## src/rtl/tenyr_serial_tx.sv

```systemverilog
// tenyr_serial_tx
// Memory-mapped serial console transmitter on the Tenyr operand bus.
// Bytes written to DATA are buffered in a circular FIFO and shifted out
// LSB first as asynchronous serial (8N1, or 8E1 when TENYR_SERIAL_PARITY_EN
// is defined). STATUS reports FIFO state, a sticky overflow flag and busy.
//
// Parameters
//   BASE_ADDR     word address of DATA; STATUS lives at BASE_ADDR+1
//   CLKS_PER_BIT  clk cycles per serial bit (2..65535)
//   FIFO_DEPTH    FIFO entries, power of two (2..64)
// Ports
//   clk     rising-edge clock
//   _reset  asynchronous active-low reset
//   strobe  one-cycle bus access qualifier
//   rw      1 = write, 0 = read
//   addr    word address
//   wdata   write data (only [7:0] for DATA, [2] for STATUS)
//   rdata   registered read data, 0 when not selected
//   txd     serial output, idles high
// Configuration macro: TENYR_SERIAL_PARITY_EN (adds even parity bit,
// STATUS bit4 reads 1).
module tenyr_serial_tx #(
  parameter logic [31:0] BASE_ADDR    = 32'h0000_0100,
  parameter int          CLKS_PER_BIT = 16,
  parameter int          FIFO_DEPTH   = 8
) (
  input  logic        clk,
  input  logic        _reset,
  input  logic        strobe,
  input  logic        rw,
  input  logic [31:0] addr,
  input  logic [31:0] wdata,
  output logic [31:0] rdata,
  output logic        txd
);

  localparam int             AW       = $clog2(FIFO_DEPTH);
  localparam logic [AW:0]    DEPTH_C  = (AW+1)'(FIFO_DEPTH);
  localparam logic [AW:0]    CNT_ONE  = (AW+1)'(1);
  localparam logic [AW-1:0]  PTR_ONE  = AW'(1);
  localparam logic [15:0]    BAUD_RLD = 16'(CLKS_PER_BIT-1);

`ifdef TENYR_SERIAL_PARITY_EN
  localparam logic PAR_EN = 1'b1;
`else
  localparam logic PAR_EN = 1'b0;
`endif

  typedef enum logic [2:0] {
    S_IDLE,
    S_START,
    S_DATA,
`ifdef TENYR_SERIAL_PARITY_EN
    S_PARITY,
`endif
    S_STOP
  } state_t;

  // Bus decode
  logic w_sel_data, w_sel_stat, w_full, w_empty, w_push, w_pop, w_unused;
  assign w_sel_data = strobe && (addr == BASE_ADDR);
  assign w_sel_stat = strobe && (addr == BASE_ADDR + 32'd1);
  assign w_unused   = ^wdata[31:8];

  // FIFO state
  logic [7:0]    r_mem [FIFO_DEPTH];
  logic [AW-1:0] r_wptr, r_rptr;
  logic [AW:0]   r_count;
  logic          r_ovf;

  assign w_full  = (r_count == DEPTH_C);
  assign w_empty = (r_count == '0);
  // Full test uses the pre-pop count: a write on the pop cycle of a full
  // FIFO is still dropped.
  assign w_push  = w_sel_data && rw && !w_full;

  // Transmitter state
  state_t      r_state, w_state_nxt;
  logic [15:0] r_baud, w_baud_nxt;
  logic [2:0]  r_bitn, w_bitn_nxt;
  logic [7:0]  r_shreg, w_shreg_nxt;
  logic        r_txd, w_txd_nxt;
  logic [31:0] r_rdata, w_status;

  always_comb begin
    w_state_nxt = r_state;
    w_baud_nxt  = r_baud;
    w_bitn_nxt  = r_bitn;
    w_pop       = 1'b0;
    if (r_state == S_IDLE) begin
      if (!w_empty) begin
        w_pop       = 1'b1;
        w_state_nxt = S_START;
        w_baud_nxt  = BAUD_RLD;
      end
    end else if (r_baud != 16'd0) begin
      w_baud_nxt = r_baud - 16'd1;
    end else begin
      w_baud_nxt = BAUD_RLD;
      case (r_state)
        S_START: begin
          w_state_nxt = S_DATA;
          w_bitn_nxt  = 3'd0;
        end
        S_DATA: begin
          if (r_bitn == 3'd7) begin
`ifdef TENYR_SERIAL_PARITY_EN
            w_state_nxt = S_PARITY;
`else
            w_state_nxt = S_STOP;
`endif
          end else begin
            w_bitn_nxt = r_bitn + 3'd1;
          end
        end
`ifdef TENYR_SERIAL_PARITY_EN
        S_PARITY: w_state_nxt = S_STOP;
`endif
        default:  w_state_nxt = S_IDLE;
      endcase
    end
  end

  // txd is registered from the next state so the line never glitches.
  assign w_shreg_nxt = w_pop ? r_mem[r_rptr] : r_shreg;
  always_comb begin
    w_txd_nxt = 1'b1;
    case (w_state_nxt)
      S_START:  w_txd_nxt = 1'b0;
      S_DATA:   w_txd_nxt = w_shreg_nxt[w_bitn_nxt];
`ifdef TENYR_SERIAL_PARITY_EN
      S_PARITY: w_txd_nxt = ^w_shreg_nxt;
`endif
      default:  w_txd_nxt = 1'b1;
    endcase
  end

  always_comb begin
    w_status       = '0;
    w_status[0]    = w_empty;
    w_status[1]    = w_full;
    w_status[2]    = r_ovf;
    w_status[3]    = (r_state != S_IDLE);
    w_status[4]    = PAR_EN;
    w_status[14:8] = 7'(r_count);
  end

  // FIFO storage carries no reset; pointers and count define validity.
  always_ff @(posedge clk) begin
    if (w_push) r_mem[r_wptr] <= wdata[7:0];
  end

  always_ff @(posedge clk or negedge _reset) begin
    if (!_reset) begin
      r_wptr  <= '0;
      r_rptr  <= '0;
      r_count <= '0;
      r_ovf   <= 1'b0;
      r_rdata <= '0;
      r_state <= S_IDLE;
      r_baud  <= '0;
      r_bitn  <= '0;
      r_shreg <= '0;
      r_txd   <= 1'b1;
    end else begin
      if (w_push) r_wptr <= r_wptr + PTR_ONE;
      if (w_pop)  r_rptr <= r_rptr + PTR_ONE;
      case ({w_push, w_pop})
        2'b10:   r_count <= r_count + CNT_ONE;
        2'b01:   r_count <= r_count - CNT_ONE;
        default: r_count <= r_count;
      endcase
      if (w_sel_data && rw && w_full)            r_ovf <= 1'b1;
      else if (w_sel_stat && rw && wdata[2])     r_ovf <= 1'b0;
      r_rdata <= (w_sel_stat && !rw) ? w_status : 32'd0;
      r_state <= w_state_nxt;
      r_baud  <= w_baud_nxt;
      r_bitn  <= w_bitn_nxt;
      r_shreg <= w_shreg_nxt;
      r_txd   <= w_txd_nxt;
    end
  end

  assign rdata = r_rdata;
  assign txd   = r_txd;

endmodule
```

## config.mk

```make
export PLATFORM = sky130hd
export DESIGN_NAME = tenyr_serial_tx
export DESIGN_NICKNAME = d
export VERILOG_FILES = /design/src/rtl/tenyr_serial_tx.sv
export SDC_FILE = /design/constraint.sdc
export NUM_CORES = 1
export LEC_CHECK = 0
export CAP_MARGIN = 20
export CORE_ASPECT_RATIO = 1.2
export CORE_MARGIN = 2
export CORE_UTILIZATION = 34
export CTS_CLUSTER_DIAMETER = 100
export DETAILED_ROUTE_END_ITERATION = 8
export PLACE_DENSITY = 0.63
export SYNTH_ARGS = -nofsm -noshare
export SYNTH_HDL_FRONTEND = slang
export SYNTH_SLANG_ARGS = --single-unit
export TNS_END_PERCENT = 20
```

## constraint.sdc

```tcl
create_clock -name clk -period 3.4 [get_ports clk]
set_input_delay 0.85 -clock clk [delete_from_list [all_inputs] [get_ports clk]]
set_output_delay 0.85 -clock clk [all_outputs]
set_load 0.02 [all_outputs]
```

==> results.yml <==
route:
  wl_met3_um: 375
  dr.pass1.iters: 5
  drtAntennaViolNets: 0
  vias: 3286
  drt_iter0_markers: 156
  dr.max_layer_used: "met4"
  wl_met1_um: 4311
  drc: 0
  route.met2.wl_um: 5428
  routed_wl_um: 10270
  avgViaCountPerCell: 4.783
  post_drt_wl_per_cell_um: 14.95
sta:
  grt_setup_unrepaired: "false"
  setup_violations: 0
  period_share_pct: 90.59
  max_freq_ghz: 0.3247
  final.setup.tns_ns: 0
  layout_setup_ws_ns: 0.3198
  fin_crit_ns: 3.080
  slew_headroom_pct: 50.45
  hold_viol: 0
  tightest_slew_ns: 0.7397
  clock_skew_ns: 0.01446
  final_max_slew_viol_count: 0
pwr:
  p_sw_mw: 0.7065
  power_density_mw_per_mm2: 502.1
  ir_worst_vdd_mv: 0.5392
  clkPwrFrac_pct: 52.1
  power.internal_mw: 2.619
  p_sw_share_pct: 21.25
  leakagePower_nw: 2.599
  p_comb_share_pct: 3.5
  pwr-share-seq_pct: 44.4
synthesis:
  synth_top_area_share_pct: 36.62
  syn-cell-area_mm2: 0.005248
  synthDistinctLibCells: 59
  synthTopCellsByCount: "edfxtp_1, dfrtp_1, nand2_1, buf_4, nor2_1"
  synthTopCellsByArea: "edfxtp_1, dfrtp_1, mux4_2"
  ys_seq_area_share_pct: 60.49
  yosysTopAreaCell: "edfxtp_1"
  yosysWarnings: 0
  async_flop_share_pct: 43.86
  ys_ff_latch: 114
  synth-main-ff-cell: "edfxtp_1"
  synth_edf_count: 64
  syn-mean-instance-area_um2: 13.52
  synth_most_common_cell: "edfxtp_1"
  synthCells: 388
clocking:
  cts.sinks: 114
  numCtsBuffers: 17
  cts_root_buf: "clkbuf_16"
  cts.clk_slew.worst_paths_ns: 0.06
  cts_buffer_depth: 2
  clk_latency_ns: 0.42
  cts_max_level: 4
  cts_tree: "yes"
floorplan:
  fp.dieW_um: 117.4
  pin_count: 101
  rows: 49
  start_util_pct: 34.94
  die_height_um: 140.1
  core_area_mm2: 0.01502
  die_area_mm2: 0.01645
global_route:
  antenna_found_initial: 0
  grt_pass1_vias: 3472
  track_usage_pct: 13.61
  grt_first_pass_wirelength_um: 17510
  overflow: 0
  grt_max_degree: 34
setup_path:
  worstPathRequired_ns: 3.70
  worstSetupStartpointType: "input pin"
  cp.arrival_ns: 3.38
  setup.worst_path.class: "input pin to flip-flop"
  worst-path-max-fanout: 2
  reg2reg_setup_slack_ns: 0.81
  worst_setup_path_end_kind: "flip-flop"
worst_hold_path:
  hold_path.class: "input pin to async pin"
placed_design:
  portBuffers: 52
  hpwl_um: 7004
  place_congestion: 0.7871
  place_ws_ns: -0.2636
cells_and_area:
  fin_nets: 545
  layout-drive-gt1-share_pct: 18.43
  antennaDiodeCount: 0
  area_growth_pct: 26.20
  fillers: 1350
run_status:
  status: "complete, no violations"
job:
  maxCapViolations: 0
-- area by class of cell --
| cell class | instances | area, um^2 | share of cell area [%] |
|---|---|---|---|
| repair buffers | 72 | 665.6 | 10.05 |
| inverters | 10 | 37.54 | 0.5668 |
| flip-flops and latches | 114 | 3174 | 47.93 |
| multi-input cells | 255 | 1904 | 28.76 |
| clock buffers | 18 | 429.2 | 6.480 |
| well taps | 204 | 255.2 | 3.854 |
| clock inverters | 14 | 156.4 | 2.362 |
-- power groups by stage --
stage / Combinational (mW) / Sequential (mW) / Clock [mW]
after global routing: 0.129 / 1.48 / 1.83
after global placement: 0.115 / 1.50 / 0
after detailed placement: 0.118 / 1.50 / 0
after CTS: 0.118 / 1.48 / 1.76
after floorplan: 0.0660 / 1.50 / 0
final: 0.118 / 1.48 / 1.73
-- state kept, by name, summed over array words and instances, names as in the netlist --
signal and flops:
r_baud 16, r_bitn 3, r_count 4, r_mem 64, r_ovf 1, r_rptr 3, r_shreg 8, r_state 3
r_wptr 3, rdata 8, txd 1
-- worst max-delay path, stage by stage --
cell and delay (ns):
clkdlybuf4s50_1 0.41, nor4b_1 0.33, nand4_1 0.22, nor3_2 0.19
nor3b_2 0.23, inv_1 0.08, ha_1 0.22, xor2_1 0.15
ha_1 0.19, a21oi_1 0.15, xor2_1 0.16, nor2_1 0.07
xor2_1 0.14
-- per-stage QoR --
stage / cell area (um^2) / cells / hold WS (ns) / power, mW / utilization [%]
final: 6623 / 687 / 0.3592 / 3.325 / 44.09
after global routing: 6623 / 687 / 0.3780 / 3.436 / 44.09
after CTS: 6613 / 687 / 0.3620 / 3.355 / 44.02
after detailed placement: 6027 / 655 / 0.5050 / 1.620 / 40.12
after global placement: 6027 / 655 / 0.4861 / 1.617 / 40.12
after floorplan: 5334 / 411 / 0.4574 / 1.567 / -
-- timing repair --
action,4_1_cts,5_1_grt
endpoints found under the setup margin,0,2
resized for setup,0,2
hold buffers,0,0
setup buffers,0,0
-- worst paths after layout --
check,from,end,cells past startpoint
worst max-delay path,addr[9],r_count[2]$_DFFE_PN0P_,13
worst min-delay path,_reset,r_baud[6]$_DFFE_PN0P_,1
worst max register to register,r_baud[0]$_DFFE_PN0P_,r_baud[14]$_DFFE_PN0P_,9
worst min register to register,r_wptr[2]$_DFFE_PN0P_,r_wptr[2]$_DFFE_PN0P_,1
max in group asynchronous,_reset,r_count[0]$_DFFE_PN0P_,2
min in group clk,r_wptr[2]$_DFFE_PN0P_,r_wptr[2]$_DFFE_PN0P_,1
-- logic make-up after synthesis --
logic type,Yosys count,synth area share [%]
other cells,1,0.07146
mux,30,9.633
simple gates,121,13.30
xor+xnor,12,2.003
buf+inv,42,5.055
compound gates,61,7.773
flops,114,60.49
fa+ha+maj,7,1.669
-- placed cells by master, fill, tap and decap left out, types with 4 or more instances in the layout --
cell,instances
dfrtp_1,49
clkinv_4,4
xnor2_1,5
a21oi_1,13
nand2_1,29
clkdlybuf4s50_1,51
edfxtp_1,64
buf_4,20
conb_1,24
o21ai_0,17
inv_1,8
nand2b_1,6
nor3_1,7
mux2i_1,10
ha_1,7
mux4_2,16
or4_1,4
xor2_1,7
nor2_1,22
nor4_1,7
mux2_2,4
and2_1,13
o31ai_1,8
clkbuf_16,17
inv_6,4
-- layer usage --
layer	global-route usage, %	vias to the layer above
met2	23.27	93
met5	0	-
met4	5.897	0
met3	4.397	16
li1	-	1581
met1	15.72	1596
No activity file was read; power rests on OpenSTA's default activity.
